$ cat src/rtl/mult_pkg.sv
// Shared definitions for the sequential shift-add multiplier: FSM states and
// sizing helpers.
package mult_pkg;

   localparam int STATE_W = 2;

   typedef enum logic [STATE_W-1:0] {
      ST_IDLE = 2'd0,
      ST_RUN  = 2'd1,
      ST_DONE = 2'd2
   } state_e;

   // Width of a counter able to hold the values 0..w.
   function automatic int cnt_width(input int w);
      return $clog2(w + 1);
   endfunction

endpackage

$ cat src/rtl/adder_nbit.sv
// Plain WIDTH-bit ripple-carry adder with carry-out, used by the multiplier
// for its per-step accumulate.
module adder_nbit #(
   parameter int WIDTH = 4
) (
   input  logic [WIDTH-1:0] a_i,
   input  logic [WIDTH-1:0] b_i,
   output logic [WIDTH-1:0] sum_o,
   output logic             cout_o
);

   logic [WIDTH-1:0] sum_s;
   logic             carry_s;

   // Bit-serial carry chain, LSB first.
   always_comb begin
      sum_s   = {WIDTH{1'b0}};
      carry_s = 1'b0;
      for (int i = 0; i < WIDTH; i++) begin
         sum_s[i] = a_i[i] ^ b_i[i] ^ carry_s;
         carry_s  = (a_i[i] & b_i[i]) | (a_i[i] & carry_s) | (b_i[i] & carry_s);
      end
   end

   assign sum_o  = sum_s;
   assign cout_o = carry_s;

endmodule

$ cat src/rtl/seq_multiplier.sv
// Radix-2 sequential multiplier: WIDTH shift-add steps on operand magnitudes,
// with the sign applied once when the result is published.
module seq_multiplier
   import mult_pkg::*;
#(
   parameter int WIDTH     = 4,
   parameter bit SIGNED_EN = 1'b1
) (
   input  logic                 clk,
   input  logic                 rst,
   input  logic                 start,
   input  logic                 signed_mode,
   input  logic [WIDTH-1:0]     a,
   input  logic [WIDTH-1:0]     b,
   output logic                 busy,
   output logic                 done,
   output logic [2*WIDTH-1:0]   product
);

   localparam int CW = cnt_width(WIDTH);

   state_e               state_q;
   logic [WIDTH-1:0]     mcand_q;
   logic [2*WIDTH-1:0]   acc_q;
   logic [CW-1:0]        cnt_q;
   logic                 sign_q;
   logic                 busy_q;
   logic                 done_q;
   logic [2*WIDTH-1:0]   product_q;

   logic                 mode_s;
   logic                 a_neg_s;
   logic                 b_neg_s;
   logic [WIDTH-1:0]     a_mag_s;
   logic [WIDTH-1:0]     b_mag_s;
   logic [WIDTH-1:0]     sum_s;
   logic                 cout_s;
   logic [2*WIDTH-1:0]   acc_step_s;
   logic [2*WIDTH-1:0]   final_s;

   // Magnitudes are kept unsigned in WIDTH bits, so the most negative value maps exactly.
   function automatic logic [WIDTH-1:0] neg_w(input logic [WIDTH-1:0] v);
      return (~v) + {{(WIDTH-1){1'b0}}, 1'b1};
   endfunction

   assign mode_s  = (SIGNED_EN != 1'b0) && signed_mode;
   assign a_neg_s = mode_s && a[WIDTH-1];
   assign b_neg_s = mode_s && b[WIDTH-1];
   assign a_mag_s = a_neg_s ? neg_w(a) : a;
   assign b_mag_s = b_neg_s ? neg_w(b) : b;

   adder_nbit #(.WIDTH(WIDTH)) u_adder (
      .a_i    (acc_q[2*WIDTH-1:WIDTH]),
      .b_i    (mcand_q),
      .sum_o  (sum_s),
      .cout_o (cout_s)
   );

   // One shift-add step; the multiplier is consumed from the low half as it shifts out.
   always_comb begin
      acc_step_s = {1'b0, acc_q[2*WIDTH-1:1]};
      if (acc_q[0]) begin
         acc_step_s = {cout_s, sum_s, acc_q[WIDTH-1:1]};
      end else begin
         acc_step_s = {1'b0, acc_q[2*WIDTH-1:1]};
      end
   end

   assign final_s = (sign_q && (acc_step_s != {(2*WIDTH){1'b0}}))
                    ? ((~acc_step_s) + {{(2*WIDTH-1){1'b0}}, 1'b1})
                    : acc_step_s;

   // Control FSM with registered outputs; reset clears all state.
   always_ff @(posedge clk) begin
      if (rst) begin
         state_q   <= ST_IDLE;
         mcand_q   <= {WIDTH{1'b0}};
         acc_q     <= {(2*WIDTH){1'b0}};
         cnt_q     <= {CW{1'b0}};
         sign_q    <= 1'b0;
         busy_q    <= 1'b0;
         done_q    <= 1'b0;
         product_q <= {(2*WIDTH){1'b0}};
      end else begin
         case (state_q)
            ST_IDLE, ST_DONE: begin
               done_q <= 1'b0;
               if (start) begin
                  mcand_q <= a_mag_s;
                  acc_q   <= {{WIDTH{1'b0}}, b_mag_s};
                  cnt_q   <= {CW{1'b0}};
                  sign_q  <= a_neg_s ^ b_neg_s;
                  busy_q  <= 1'b1;
                  state_q <= ST_RUN;
               end else begin
                  busy_q  <= 1'b0;
                  state_q <= ST_IDLE;
               end
            end
            ST_RUN: begin
               acc_q <= acc_step_s;
               if (cnt_q == CW'(WIDTH - 1)) begin
                  product_q <= final_s;
                  busy_q    <= 1'b0;
                  done_q    <= 1'b1;
                  state_q   <= ST_DONE;
               end else begin
                  cnt_q <= cnt_q + CW'(1);
               end
            end
            default: begin
               busy_q  <= 1'b0;
               done_q  <= 1'b0;
               state_q <= ST_IDLE;
            end
         endcase
      end
   end

   assign busy    = busy_q;
   assign done    = done_q;
   assign product = product_q;

endmodule
$ cat config.mk
export PLATFORM = sky130hd
export DESIGN_NAME = seq_multiplier
export DESIGN_NICKNAME = d
export VERILOG_FILES = /design/src/rtl/mult_pkg.sv /design/src/rtl/adder_nbit.sv /design/src/rtl/seq_multiplier.sv
export SDC_FILE = /design/constraint.sdc
export NUM_CORES = 1
export LEC_CHECK = 0
export ABC_AREA = 1
export CAP_MARGIN = 5
export CORE_MARGIN = 2
export CORE_UTILIZATION = 48
export DETAILED_ROUTE_END_ITERATION = 7
export GPL_TIMING_DRIVEN = 0
export PLACE_DENSITY = 0.84
export SYNTH_ARGS = -nofsm -noshare
export SYNTH_HDL_FRONTEND = slang
export SYNTH_SLANG_ARGS = --single-unit
$ cat constraint.sdc
create_clock -name clk -period 2.3 [get_ports clk]
set_input_delay 0.46 -clock clk [delete_from_list [all_inputs] [get_ports clk]]
set_output_delay 0.46 -clock clk [all_outputs]
set_load 0.1 [all_outputs]
# Yosys cells after proc, flatten, opt, wreduce, memory -nomap -nowiden
# Index checks and enable logic that the tools add are counted.
[classes]
reduce_logical = 12
add_sub_neg = 4
eq_ne = 6
mux = 15
n_bitwise = 28
[op_table]
columns = ["cell", "n"]
rows = [
  ["2-to-1 mux 8 bit", 3],
  ["case mux 8 bit (2 select lines)", 1],
  ["bitwise AND 1 bit", 10],
  ["adder 4 x 1 -> 4 bit (second input constant)", 2],
  ["adder 8 x 1 -> 8 bit (second input constant)", 1],
  ["2-to-1 mux 4 bit", 2],
  ["inverter 4 bit", 2],
  ["inverter 8 bit", 1],
  ["nonzero test 8 bit", 1],
  ["bitwise XOR 1 bit", 8],
  ["2-to-1 mux 3 bit", 2],
  ["!= test 2 bit (second input constant)", 3],
  ["OR 1 bit", 6],
  ["case mux 3 bit (2 select lines)", 1],
  ["AND reduction 2 bit", 3],
  ["case mux 2 bit (2 select lines)", 1],
  ["OR reduction 2 bit", 2],
  ["adder 3 x 1 -> 3 bit (second input constant)", 1],
  ["== test 3 x 2 -> 1 bit (second input constant)", 1],
  ["logical AND 1 bit", 3],
  ["2-to-1 mux 1 bit", 3],
  ["AND reduction 3 bit", 1],
  ["== test 2 x 1 -> 1 bit (second input constant)", 1],
  ["== test 2 bit (second input constant)", 1],
  ["other kinds (5)", 5],
]
[totals]
inputBits = 12
reg_bits = 28
wordCells = 73

# Depth between registers and ports, before layout
# Gate-level depths: netlist (run 1).
[logic_depth]
word_depth = 14
ltp_mapped = 17

# Cells and area by module
# Synthesis (run 1) repeated with hierarchy kept, for this count alone.
[unflattened]
cells_unflattened = 214
hier_area_um2 = 1570.3
[modules_own_cells]
columns = ["module", "cells_per_inst", "area_per_inst_um2", "seq_area_each_um2", "n_inst"]
rows = [
  ["seq_multiplier", 205, 1478.9, 560.5, 1],
  ["adder_nbit", 9, 91.3, 0.0, 1],
]

# Worst setup path after synthesis (run 1)
# OpenSTA, ideal clock, no wires.
[synth_timing]
kind = "reg2reg"
start = "register acc_q[4]"
end = "register product_q[5] (netlist: product[5])"
arrival_ns = 2.362
required_time_ns = 2.191
setup_ns = 0.109
slack_ns = -0.170
stages_incl_launch_ff = 17
path_buffers = 0
path_cell_list = "dfxtp_1 -> ha_1 -> inv_1 -> fa_1 -> fa_1 -> inv_1 -> fa_1 -> nand2_1 -> nand2_2 -> nor2_2 -> inv_1 -> nand2_1 -> nand2_4 -> nand3_1 -> nand3_1 -> nand2_1 -> inv_1"
[synth_between]
elab_chain_len = 14
word_cells_on_any_way = 23
classes_between = "1 x add/sub; 2 x mux; 18 x bitwise; 2 x reduce/logical"
[synth_lines]
columns = ["element", "line_no", "source"]
rows = [
  ["start, declared", "seq_multiplier.sv:24", "logic [2*WIDTH-1:0] acc_q;"],
  ["start signal, assigned", "seq_multiplier.sv:78", "acc_q <= {(2*WIDTH){1'b0}};"],
  ["start signal, assigned", "seq_multiplier.sv:90", "acc_q <= {{WIDTH{1'b0}}, b_mag_s};"],
  ["start signal, assigned", "seq_multiplier.sv:101", "acc_q <= acc_step_s;"],
  ["bitwise AND 1 bit (2 in a row)", "adder_nbit.sv:21", "carry_s = (a_i[i] & b_i[i]) | (a_i[i] & carry_s) | (b_i[i] & carry_s);"],
  ["OR 1 bit (2 in a row)", "adder_nbit.sv:21", ""],
  ["bitwise AND 1 bit", "adder_nbit.sv:21", ""],
  ["OR 1 bit (2 in a row)", "adder_nbit.sv:21", ""],
  ["bitwise AND 1 bit", "adder_nbit.sv:21", ""],
  ["OR 1 bit (2 in a row)", "adder_nbit.sv:21", ""],
  ["2-to-1 mux 8 bit *", "seq_multiplier.sv:62", "if (acc_q[0]) begin"],
  ["nonzero test 8 bit", "seq_multiplier.sv:69", "assign final_s = (sign_q && (acc_step_s != {(2*WIDTH){1'b0}}))"],
  ["logical AND 1 bit", "seq_multiplier.sv:69", ""],
  ["2-to-1 mux 8 bit *", "seq_multiplier.sv:70", "? ((~acc_step_s) + {{(2*WIDTH-1){1'b0}}, 1'b1})"],
  ["end signal, assigned", "seq_multiplier.sv:83", "product_q <= {(2*WIDTH){1'b0}};"],
  ["end signal, assigned", "seq_multiplier.sv:103", "product_q <= final_s;"],
  ["end, declared", "seq_multiplier.sv:29", "logic [2*WIDTH-1:0] product_q;"],
]
# Mark *: on every way between the ends. The rest lies on a longest branch, timed or not.
# A chain may end at the register's enable or synchronous reset.

# Worst setup path in the final report (run 1)
[layout_timing]
start = "register mcand_q[0]"
end = "register product_q[7] (netlist: product[7])"
[layout_between]
elab_chain_len = 14
word_cells_on_any_way = 23
classes_between = "1 x add/sub; 2 x mux; 18 x bitwise; 2 x reduce/logical"
[layout_lines]
columns = ["element", "line_no", "source"]
rows = [
  ["start, declared", "seq_multiplier.sv:23", "logic [WIDTH-1:0] mcand_q;"],
  ["start signal, assigned", "seq_multiplier.sv:77", "mcand_q <= {WIDTH{1'b0}};"],
  ["start signal, assigned", "seq_multiplier.sv:89", "mcand_q <= a_mag_s;"],
  ["bitwise AND 1 bit (2 in a row)", "adder_nbit.sv:21", ""],
  ["OR 1 bit (2 in a row)", "adder_nbit.sv:21", ""],
  ["bitwise AND 1 bit", "adder_nbit.sv:21", ""],
  ["OR 1 bit (2 in a row)", "adder_nbit.sv:21", ""],
  ["bitwise AND 1 bit", "adder_nbit.sv:21", ""],
  ["OR 1 bit (2 in a row)", "adder_nbit.sv:21", ""],
  ["2-to-1 mux 8 bit *", "seq_multiplier.sv:62", ""],
  ["inverter 8 bit or nonzero test 8 bit (tied branches)", "seq_multiplier.sv:70, seq_multiplier.sv:69", ""],
  ["adder 8 x 1 -> 8 bit or logical AND 1 bit (tied branches)", "seq_multiplier.sv:70, seq_multiplier.sv:69", ""],
  ["2-to-1 mux 8 bit *", "seq_multiplier.sv:70", ""],
]
# Marked as above.

==> flow_summary.json, run 1 <==
{
  "drc": 0,
  "reg2regPathDepth": 14,
  "antenna_found_initial": 0,
  "dieHeight_um": 61.1,
  "slew_viol_final": 0,
  "cts_tree": "done",
  "yosys.area.top_type": "dfxtp_1",
  "cp_data_required_time_ps": 2520,
  "grt_overflow": 0,
  "core_um2": 3080,
  "finalHoldViolCount": 0,
  "clk_latency_ps": 330,
  "clkSinkCount": 28,
  "synthFlopType": "dfxtp_1",
  "cap_viol_max_count": 0,
  "initial_core_util": 0.509,
  "power_density_nw_per_um2": 488,
  "critPathMaxFanout": 4,
  "yosys-top-cells-count": "nand2_1, inv_1, dfxtp_1, nor2_1, o21ai_0",
  "status": "finished with violations",
  "setup_viol": 6,
  "die_x_um": 61.1,
  "dr.pass1.iters": 4,
  "grt_usage": 0.207,
  "fin_nets": 269,
  "violations": "setup timing",
  "syn_inst": 218,
  "clock_skew_ps": 3.16,
  "avgSynthCellArea_um2": 7.19,
  "min_path_type": "register to register",
  "cp-end-kind": "register",
  "pwr-share-comb": 0.205,
  "r2r_start": "mcand_q[0]",
  "synth.distinct_cells": 28,
  "yosysWarnings": 0,
  "min_path_cells": 2,
  "io_buffers": 21,
  "clk_path_buf_depth": 2,
  "area.growth.synth_to_final_pct": 25.7,
  "seqPwrFrac": 0.542,
  "grt_setup_unrepaired": "true",
  "switchingPower_uw": 289,
  "p_leak_uw": 0.000970,
  "synth_sequential_area_ratio": 0.358,
  "cts.htree.levels": 1,
  "fp-row-count": 20,
  "antenna_left": 0,
  "first_global_vias": 1352,
  "fin_crit_ps": 2520,
  "pre_cts_slack_ps": -263,
  "startpoint_type": "register",
  "route.vias.total": 1471,
  "drt_wl_total_mm": 3.52,
  "finalPower_uw": 961,
  "drive_gt1_frac": 0.182,
  "setup_slack_ps": -224,
  "vdd_drop_max_uv": 334,
  "holdPathEnd": "product[0]",
  "clk_pin_slew_worst_paths_ps": 150,
  "die-area_um2": 3740,
  "rrSetupSlack_ps": -220,
  "drtIter0Drc": 55,
  "grt_pass1_wl_mm": 5.81,
  "fmax_mhz": 396,
  "syn-num-nets": 239,
  "place_hpwl_mm": 2.62,
  "diodes": 0,
  "via_per_inst": 5.05,
  "clock-root-buffer": "clkbuf_4",
  "r2r_end": "product[7]",
  "internal_power_uw": 672,
  "slew_headroom": 0.357,
  "min-delay-start": "product[0]",
  "synth_edf_count": 0,
  "syn-cell-area_um2": 1570,
  "numCtsBuffers": 3,
  "path_class": "register to register",
  "netSwitchingFraction": 0.301,
  "yosysMostFrequentCell": "nand2_1",
  "gp_congestion": 0.804,
  "tns_ps": -1200,
  "grt_max_degree": 16,
  "ys_ff_latch": 28,
  "utilization": 0.640,
  "netlist.area_leader.share": 0.358,
  "pwr-share-clk": 0.253,
  "postCtsHoldBufs": 0,
  "avgRoutedWirePerCell_um": 12.1,
  "synthArstFlopShare": 0,
  "crit_arrival_ps": 2750,
  "fin_crit_sh": 1.10,
  "ios": 22,
  "tightest_slew_ps": 963,
  "ys_top_cells_by_area": "dfxtp_1, nand2_1, inv_1"
}
how the worst max path moves through the flow:
stage / start / to / slack [ps] / cells past startpoint
floorplan: acc_q[4] / product[3] / -70 / 16
global placement: acc_q[4] / product[2] / -220 / 16
detailed placement: acc_q[4] / product[2] / -260 / 16
CTS: mcand_q[0] / product[7] / -200 / 14
global route: mcand_q[0] / product[7] / -380 / 14
finish: mcand_q[0] / product[7] / -220 / 14
state kept, by name, summed over array words and instances, names as in the netlist:
name,flops
state_q,2
done,1
sign_q,1
cnt_q,3
product,8
busy,1
mcand_q,4
acc_q,8
layout by cell type, fill, tap and decap left out:
cell / synthesis / routed
clkbuf_1: 2 / 2
clkbuf_4: 0 / 3
clkdlybuf4s50_1: 0 / 11
inv_1: 36 / 34
ha_4: 0 / 1
nor3_1: 1 / 1
nand2_4: 4 / 4
o21a_1: 6 / 6
nor2_2: 4 / 3
buf_4: 1 / 5
o21ai_0: 14 / 14
fa_2: 0 / 2
o22ai_1: 2 / 2
dlygate4sd2_1: 0 / 3
nand2_2: 5 / 9
o21ai_1: 1 / 1
nand3_2: 0 / 3
clkbuf_8: 0 / 1
a21oi_2: 1 / 3
o211ai_2: 1 / 1
clkinv_1: 1 / 1
xnor2_1: 1 / 1
a31oi_1: 4 / 4
dfxtp_2: 0 / 2
a21oi_1: 13 / 11
fa_1: 3 / 1
nand4_1: 1 / 1
inv_2: 3 / 5
nand2_1: 49 / 45
dlymetal6s2s_1: 0 / 7
nor2_1: 16 / 16
o32ai_1: 1 / 1
nor2_4: 2 / 3
o31ai_1: 2 / 2
dfxtp_1: 28 / 26
ha_1: 6 / 5
nand3_1: 10 / 7
power by group through the flow:
| stage | Sequential, uW | Clock, uW | Combinational (uW) |
|---|---|---|---|
| floorplan | 543 | 0 | 117 |
| global placement | 530 | 0 | 181 |
| detailed placement | 531 | 0 | 187 |
| CTS | 521 | 250 | 192 |
| global route | 524 | 262 | 221 |
| finish | 521 | 243 | 197 |
through the flow:
| stage | area, um^2 | hold WS, ps | instances |
|---|---|---|---|
| final | 1970 | 475 | 291 |
| after global routing | 1970 | 483 | 291 |
| after CTS | 1920 | 482 | 290 |
| after detailed placement | 1860 | 457 | 283 |
| after global placement | 1860 | 453 | 283 |
| after floorplan | 1590 | 433 | 218 |
cell families after synthesis:
logic type / after synthesis / synth area share
AO/OA/AOI/OAI: 45 / 0.171
XOR/XNOR: 1 / 0.00559
adder cells (fa/ha/maj): 9 / 0.0863
buffers and inverters: 43 / 0.105
flip-flops: 28 / 0.358
AND/OR/NAND/NOR: 92 / 0.274
critical path, cell delays in order (launching register included):
cell     delay (ps)
dfxtp_2         380
ha_4            130
inv_2            30
fa_2            330
fa_2            350
inv_2            60
fa_1            400
nand2_1          90
nand2_2          90
nor2_1          170
nand3_1         100
nand2_1          90
nand3_1          80
nand2_1          80
a21oi_2          50
routing by layer:
metal,wire (um),track usage,up-vias
met2,1740,0.360,36
met5,0,0,-
met4,68,0.0745,0
met1,1580,0.263,677
met3,126,0.0231,9
li1,-,-,749
timing repair:
action	in CTS	in global routing
resized for setup	5	13
setup endpoints to repair	8	14
setup buffers	3	1
pin swaps	3	1
layout make-up:
cell class,count,area (um^2)
buffer,3,15.0
tap,44,55.1
fill,269,1110
inverter,40,150
clock buffer,4,36.3
sequential,28,563
timing repair buffer,25,254
multi-input combinational,147,896
Power figures use the tool's default switching activity.
==> run 2, diff against run 1 <==
- SLEW_MARGIN: unset -> 30
- TNS_END_PERCENT: unset -> 100
==> results of run 2 <==
Final layout, timing and power as in run 1 (identical DEF).
